--- config.mk ---
export PLATFORM = sky130hd
export DESIGN_NAME = caliptra_async_req_arb
export DESIGN_NICKNAME = d
export VERILOG_FILES = /design/src/rtl/caliptra_async_req_arb_pkg.sv /design/src/rtl/caliptra_2ff_sync.sv /design/src/rtl/caliptra_rr_arb_pick.sv /design/src/rtl/caliptra_async_req_arb.sv
export SDC_FILE = /design/constraint.sdc
export NUM_CORES = 1
export LEC_CHECK = 0
export CAP_MARGIN = 5
export CORE_MARGIN = 8
export CORE_UTILIZATION = 55
export CTS_BUF_LIST = sky130_fd_sc_hd__clkbuf_4 sky130_fd_sc_hd__clkbuf_8 sky130_fd_sc_hd__clkbuf_16
export CTS_CLUSTER_SIZE = 20
export DETAILED_ROUTE_END_ITERATION = 8
export PLACE_DENSITY_LB_ADDON = 0.05
export SLEW_MARGIN = 20
export SYNTH_ARGS = -nofsm -noshare
export SYNTH_HDL_FRONTEND = slang
export SYNTH_SLANG_ARGS = --single-unit
--- constraint.sdc ---
create_clock -name clk -period 5.98 [get_ports clk]
set_input_delay 1.196 -clock clk [delete_from_list [all_inputs] [get_ports clk]]
set_output_delay 1.196 -clock clk [all_outputs]
set_load 0.02 [all_outputs]
--- src/rtl/caliptra_async_req_arb_pkg.sv ---
// caliptra_async_req_arb_pkg
//   Shared types and constants for the asynchronous request arbiter.
//   - arb_state_e             : arbiter FSM states
//   - ARB_TIMEOUT_CYC_DEFAULT : default WAIT-state watchdog limit in clk cycles
package caliptra_async_req_arb_pkg;

    typedef enum logic [1:0] {
        ARB_IDLE  = 2'd0,
        ARB_START = 2'd1,
        ARB_WAIT  = 2'd2,
        ARB_ACK   = 2'd3
    } arb_state_e;

    localparam int unsigned ARB_TIMEOUT_CYC_DEFAULT = 1024;

endpackage

--- src/rtl/caliptra_2ff_sync.sv ---
// caliptra_2ff_sync
//   Two-flop synchroniser for a bus of independent level signals.
// Ports:
//   clk    in   sampling clock
//   rst_b  in   asynchronous active-low reset, both flops load RST_VAL
//   din    in   WIDTH  unsynchronised levels
//   dout   out  WIDTH  synchronised levels, 2 clk latency
module caliptra_2ff_sync #(
    parameter int unsigned      WIDTH   = 1,
    parameter logic [WIDTH-1:0] RST_VAL = '0
) (
    input  logic             clk,
    input  logic             rst_b,
    input  logic [WIDTH-1:0] din,
    output logic [WIDTH-1:0] dout
);

    logic [WIDTH-1:0] meta;

    always_ff @(posedge clk or negedge rst_b) begin
        if (!rst_b) begin
            meta <= RST_VAL;
            dout <= RST_VAL;
        end else begin
            meta <= din;
            dout <= meta;
        end
    end

endmodule

--- src/rtl/caliptra_rr_arb_pick.sv ---
// caliptra_rr_arb_pick
//   Combinational round-robin picker: selects the first eligible requester
//   at or after rr_ptr, wrapping modulo NUM_REQ.
// Ports:
//   eligible  in   NUM_REQ          candidate requesters
//   rr_ptr    in   $clog2(NUM_REQ)  highest-priority index
//   winner    out  $clog2(NUM_REQ)  selected index (0 when none)
//   any       out  1                at least one candidate
module caliptra_rr_arb_pick #(
    parameter int unsigned NUM_REQ = 4
) (
    input  logic [NUM_REQ-1:0]         eligible,
    input  logic [$clog2(NUM_REQ)-1:0] rr_ptr,
    output logic [$clog2(NUM_REQ)-1:0] winner,
    output logic                       any
);

    localparam int unsigned IDW = $clog2(NUM_REQ);

    // One spare bit so rr_ptr + offset cannot overflow before the wrap.
    logic [IDW:0] idx;

    // Scanning from the farthest offset back to offset 0 lets the closest
    // eligible requester overwrite the others without an early exit.
    always_comb begin
        winner = '0;
        any    = 1'b0;
        idx    = '0;
        for (int k = NUM_REQ - 1; k >= 0; k--) begin
            idx = {1'b0, rr_ptr} + (IDW + 1)'(k);
            if (idx >= (IDW + 1)'(NUM_REQ)) begin
                idx = idx - (IDW + 1)'(NUM_REQ);
            end
            if (eligible[idx[IDW-1:0]]) begin
                winner = idx[IDW-1:0];
                any    = 1'b1;
            end
        end
    end

endmodule

--- src/rtl/caliptra_async_req_arb.sv ---
// caliptra_async_req_arb
//   Arbitrates NUM_REQ asynchronous 4-phase req/ack requesters for a single
//   shared resource in the clk domain. Requests are synchronised, a
//   round-robin FSM grants one requester, pulses res_start_o, waits for
//   res_done_i and then holds a level ack until that requester drops req.
// Optional feature macro: CALIPTRA_ASYNC_ARB_TIMEOUT_EN
//   Enables a WAIT-state watchdog of TIMEOUT_CYC cycles with a sticky
//   err_timeout_o; without it err_timeout_o is tied low and WAIT is unbounded.
// Ports:
//   clk            in   clock
//   rst            in   asynchronous active-high reset
//   req_async_i    in   NUM_REQ          unsynchronised level requests
//   ack_o          out  NUM_REQ          registered level acks
//   gnt_o          out  NUM_REQ          one-hot grant, START..WAIT
//   gnt_id_o       out  $clog2(NUM_REQ)  index of current grant
//   res_start_o    out  1                one-cycle resource start pulse
//   res_done_i     in   1                one-cycle resource completion pulse
//   busy_o         out  1                FSM not idle
//   err_timeout_o  out  1                sticky watchdog error
module caliptra_async_req_arb
    import caliptra_async_req_arb_pkg::*;
#(
    parameter int unsigned NUM_REQ     = 4,
    parameter int unsigned TIMEOUT_CYC = ARB_TIMEOUT_CYC_DEFAULT
) (
    input  logic                       clk,
    input  logic                       rst,
    input  logic [NUM_REQ-1:0]         req_async_i,
    output logic [NUM_REQ-1:0]         ack_o,
    output logic [NUM_REQ-1:0]         gnt_o,
    output logic [$clog2(NUM_REQ)-1:0] gnt_id_o,
    output logic                       res_start_o,
    input  logic                       res_done_i,
    output logic                       busy_o,
    output logic                       err_timeout_o
);

    localparam int unsigned        IDW     = $clog2(NUM_REQ);
    localparam logic [IDW-1:0]     LAST_ID = IDW'(NUM_REQ - 1);
    localparam logic [NUM_REQ-1:0] GNT_LSB = NUM_REQ'(1);

    if (NUM_REQ < 2 || NUM_REQ > 16 || TIMEOUT_CYC < 1) begin : g_param_check
        $error("caliptra_async_req_arb: NUM_REQ must be 2..16 and TIMEOUT_CYC >= 1");
    end

    arb_state_e         state;
    logic [IDW-1:0]     rr_ptr;
    logic [IDW-1:0]     winner;
    logic               any_eligible;
    logic [NUM_REQ-1:0] req_sync;
    logic [NUM_REQ-1:0] eligible;
    logic               rst_b;

    assign rst_b = ~rst;

    caliptra_2ff_sync #(
        .WIDTH   (NUM_REQ),
        .RST_VAL ('0)
    ) u_req_sync (
        .clk   (clk),
        .rst_b (rst_b),
        .din   (req_async_i),
        .dout  (req_sync)
    );

    // A requester still holding its ack has not finished the 4-phase
    // handshake, so it must not be considered for a new grant.
    assign eligible = req_sync & ~ack_o;

    caliptra_rr_arb_pick #(
        .NUM_REQ (NUM_REQ)
    ) u_pick (
        .eligible (eligible),
        .rr_ptr   (rr_ptr),
        .winner   (winner),
        .any      (any_eligible)
    );

    assign busy_o = (state != ARB_IDLE);

`ifdef CALIPTRA_ASYNC_ARB_TIMEOUT_EN
    localparam int unsigned CNT_W = $clog2(TIMEOUT_CYC + 1);
    logic [CNT_W-1:0] wait_cnt;
`else
    assign err_timeout_o = 1'b0;
`endif

    // gnt_id_o is kept after the grant ends because the ACK state uses it
    // to watch the owning requester's req line.
    always_ff @(posedge clk or posedge rst) begin
        if (rst) begin
            state       <= ARB_IDLE;
            rr_ptr      <= '0;
            gnt_o       <= '0;
            gnt_id_o    <= '0;
            res_start_o <= 1'b0;
            ack_o       <= '0;
`ifdef CALIPTRA_ASYNC_ARB_TIMEOUT_EN
            wait_cnt      <= '0;
            err_timeout_o <= 1'b0;
`endif
        end else begin
            case (state)
                ARB_IDLE: begin
                    if (any_eligible) begin
                        state       <= ARB_START;
                        gnt_o       <= GNT_LSB << winner;
                        gnt_id_o    <= winner;
                        res_start_o <= 1'b1;
                        rr_ptr      <= (winner == LAST_ID) ? '0 : winner + 1'b1;
                    end
                end
                ARB_START: begin
                    res_start_o <= 1'b0;
                    state       <= ARB_WAIT;
`ifdef CALIPTRA_ASYNC_ARB_TIMEOUT_EN
                    wait_cnt    <= '0;
`endif
                end
                ARB_WAIT: begin
                    if (res_done_i) begin
                        ack_o[gnt_id_o] <= 1'b1;
                        gnt_o           <= '0;
                        state           <= ARB_ACK;
                    end
`ifdef CALIPTRA_ASYNC_ARB_TIMEOUT_EN
                    // wait_cnt holds the number of completed WAIT cycles,
                    // so the limit fires at the end of WAIT cycle TIMEOUT_CYC.
                    else if (wait_cnt == CNT_W'(TIMEOUT_CYC - 1)) begin
                        err_timeout_o   <= 1'b1;
                        ack_o[gnt_id_o] <= 1'b1;
                        gnt_o           <= '0;
                        state           <= ARB_ACK;
                    end else begin
                        wait_cnt <= wait_cnt + 1'b1;
                    end
`endif
                end
                ARB_ACK: begin
                    if (!req_sync[gnt_id_o]) begin
                        ack_o <= '0;
                        state <= ARB_IDLE;
                    end
                end
                default: begin
                    state <= ARB_IDLE;
                end
            endcase
        end
    end

endmodule

==> impl_results.rst <==
.. list-table::
   :header-rows: 1

   * - Metric
     - Value
   * - Max-capacitance violation count
     - 0
   * - Number of antenna violations at the first check in global routing
     - 0
   * - CTS H-tree depth
     - 1
   * - Final weighted congestion in routability-driven placement
     - 0.811
   * - Clock tree from TritonCTS
     - yes
   * - Proportion of power drawn by flip-flops and latches
     - 37.2%
   * - Internal
     - 0.000406 W
   * - Crit share post-route
     - 50.9%
   * - Total setup buffers inserted after CTS
     - 0
   * - GR Overflow Total
     - 0
   * - Clk buf depth
     - 2
   * - Final Critical Period
     - 3040 ps
   * - Initial cell density of the core
     - 58.2%
   * - Largest driver fanout on the critical path
     - 6
   * - Switching part of the total
     - 42.0%
   * - Number of max-slew violations in the final report
     - 0
   * - Post-route antenna net violation count
     - 0
   * - Summed negative setup slack over all endpoints
     - 0 ps
   * - Maximum operating frequency
     - 329 MHz
   * - Clk_lat worst skew
     - 310 ps
   * - Share of power burned in combinational logic
     - 52.6%
   * - Die area
     - 0.00379 sq mm
   * - Post-synthesis cell count
     - 101
   * - Worst setup skew after layout
     - 7.54 ps
   * - Reg clk slew, reported paths
     - 130 ps
   * - Final Net Count
     - 138
   * - Pwr dens
     - 510 mW/mm^2
   * - Maximum vdd drop
     - 333 uV
   * - Count of pins on the block boundary
     - 20
   * - Crit. End Element
     - output pin
   * - Required time of the critical path
     - 4780 ps
   * - Post-Syn Area
     - 0.00114 sq mm
   * - Hold violation total from the final report
     - 0
   * - Hold buffers post-CTS
     - 0
   * - Warnings, synthesis
     - 0
   * - Final Routed Wirelength
     - 2130 um
   * - GRT Resource Usage Total
     - 12.7%
   * - Leakage component of the power
     - 0.619 nW
   * - Antenna diode instance count
     - 0
   * - Placed wire-length estimate after detailed placement
     - 1640 um
   * - Vias
     - 805
   * - Drt initial violations
     - 16
   * - Clk pwr share
     - 10.3%
   * - Unrepaired setup endpoints after global routing
     - no
   * - Sequential fraction of the synthesis area
     - 50.4%
   * - Yosys cell types
     - 27
   * - WL/cell
     - 14.4 um
   * - Synth-to-layout area growth
     - 20.0%
   * - Height of the die
     - 61.6 um
   * - Post-route non-filler standard cell count
     - 148
   * - Die Wd
     - 61.6 um
   * - Share of layout cells above drive strength 1
     - 9.92%
   * - Number of port buffers
     - 18
   * - WS Path Type
     - flop to output pin
   * - Outcome
     - complete, no violations
   * - Cell count after placement
     - 144
   * - Slew at the pin closest to its max-slew limit
     - 848 ps
   * - Crit path launch type
     - flop
   * - Headroom to the max-slew limit
     - 43.4%
   * - First-pass GRT wire length
     - 3570 um
   * - TritonCTS Buffers
     - 3
   * - HP Class
     - flop to flop
   * - Largest net degree at the start of global routing
     - 24
   * - Pre-antenna DRT Iters
     - 4
   * - Core Footprint
     - 0.00196 sq mm
   * - CTS resizes
     - 0
   * - Synthesized flop and latch total
     - 23
   * - Post-Syn Nets
     - 117
   * - Number of global-route vias before repair
     - 836
   * - Clock sink count
     - 23
   * - Row count
     - 16
   * - Data arrival time of the critical path
     - 1850 ps
   * - Post-synthesis area per instance
     - 11.3 sq um
   * - Setup-violating endpoint count in the final report
     - 0
   * - Worst Hold Slack
     - 363 ps
   * - DRC
     - 0
   * - Root buf cell
     - sky130_fd_sc_hd__clkbuf_4
   * - Final Util
     - 69.9%
   * - Switching power
     - 0.000294 W
   * - Mean number of vias per cell
     - 5.44
==> critical path, cell delays in order (launching register included) <==
cell	delay, ps
sky130_fd_sc_hd__dfrtp_1	420
sky130_fd_sc_hd__inv_1	100
sky130_fd_sc_hd__ha_1	260
sky130_fd_sc_hd__inv_1	150
sky130_fd_sc_hd__clkdlybuf4s50_1	630
==> cells by family after synthesis <==
| logic type | count (synthesis) | synth area share, % |
|---|---|---|
| buffers and inverters | 14 | 5.26 |
| and+or+nand+nor | 23 | 11.1 |
| AOI/OAI and AO/OA | 24 | 15.4 |
| muxes | 7 | 7.67 |
| DFF | 23 | 50.4 |
| adders and majority gates | 9 | 9.86 |
| other | 1 | 0.328 |
==> sequential cells by signal, summed over array words and instances, names as in the netlist <==
name and count:
state 2, gnt_o 4, res_start_o 1, u_req_sync.meta 4, ack_o 4, u_req_sync.dout 4, rr_ptr 2, gnt_id_o 2
==> cell type report <==
cell class,instances,area [sq um]
Fill cell,158,591
Multi-Input combinational cell,64,507
Timing Repair Buffer,18,180
Sequential cell,23,576
Clock buffer,3,22.5
Tap cell,27,33.8
Inverter,12,45.0
Clock inverter,1,7.51
==> synth_stat cells, drive strengths merged <==
cell,count,area [sq um]
a222oi,1,10.0
nand2,6,22.5
ha,9,113
o31ai,1,7.51
nand2b,6,40.0
and2,1,6.26
mux4,1,22.5
o21ai,7,35.0
mux2i,2,20.0
and4,1,11.3
conb,1,3.75
a211oi,2,15.0
a41oi,5,43.8
mux2,4,45.0
nor3,1,5.00
nor2b,2,12.5
a21bo,1,10.0
buf,2,15.0
or4b,1,10.0
dfrtp,23,576
a2bb2oi,1,8.76
inv,12,45.0
a22oi,5,37.5
nor2,5,18.8
o2bb2ai,1,8.76
==> metrics by stage <==
| stage | cell area, sq um | setup WS [ps] | total power (W) |
|---|---|---|---|
| after floorplan | 1140 | 3900 | 0.000500 |
| after global placement | 1340 | 3310 | 0.000619 |
| after detailed placement | 1340 | 3270 | 0.000634 |
| after CTS | 1370 | 2920 | 0.000707 |
| after global routing | 1370 | 2810 | 0.000761 |
| final | 1370 | 2940 | 0.000700 |
==> path summary, 6_finish.rpt <==
kind	from	to	slack, ps	depth (start not counted)
worst max-delay path	state[0]	busy_o	2940	4
worst min-delay path	u_req_sync.meta[2]	u_req_sync.dout[2]	360	0
worst max register to register	rr_ptr[0]	rr_ptr[1]	3920	5
worst min register to register	u_req_sync.meta[2]	u_req_sync.dout[2]	360	0
max in group asynchronous	rst	gnt_o[1]	4120	2
min in group asynchronous	rst	gnt_id_o[1]	1350	2
==> power groups by stage <==
stage / logic [W] / registers [W] / clock network (W)
6_report: 0.000368 / 0.000260 / 0.0000718
5_1_grt: 0.000412 / 0.000268 / 0.0000810
4_1_cts: 0.000373 / 0.000259 / 0.0000743
3_5_place_dp: 0.000372 / 0.000262 / 0
3_3_place_gp: 0.000363 / 0.000256 / 0
2_1_floorplan: 0.000213 / 0.000288 / 0
==> routing by layer <==
metal | routed length (um) | track usage [%]
met5 | 0 | 0
met4 | 29 | 5.19
met3 | 110 | 3.13
met2 | 991 | 20.4
met1 | 995 | 15.7
==> placed cells by master, fill, tap and decap left out, drive strengths merged <==
cell,Yosys,final
mux2,4,4
a21bo,1,1
mux4,1,1
and2,1,1
clkbuf,0,3
o21ai,7,7
a22oi,5,5
nand2b,6,6
a211oi,2,2
nand2,6,6
nor2b,2,2
inv,12,12
o31ai,1,1
clkdlybuf4s50,0,18
nor2,5,5
dfrtp,23,23
ha,9,9
o2bb2ai,1,1
and4,1,1
a41oi,5,5
or4b,1,1
a2bb2oi,1,1
a222oi,1,1
nor3,1,1
mux2i,2,2
clkinvlp,0,1
conb,1,1
Power figures use the tool's default switching activity.
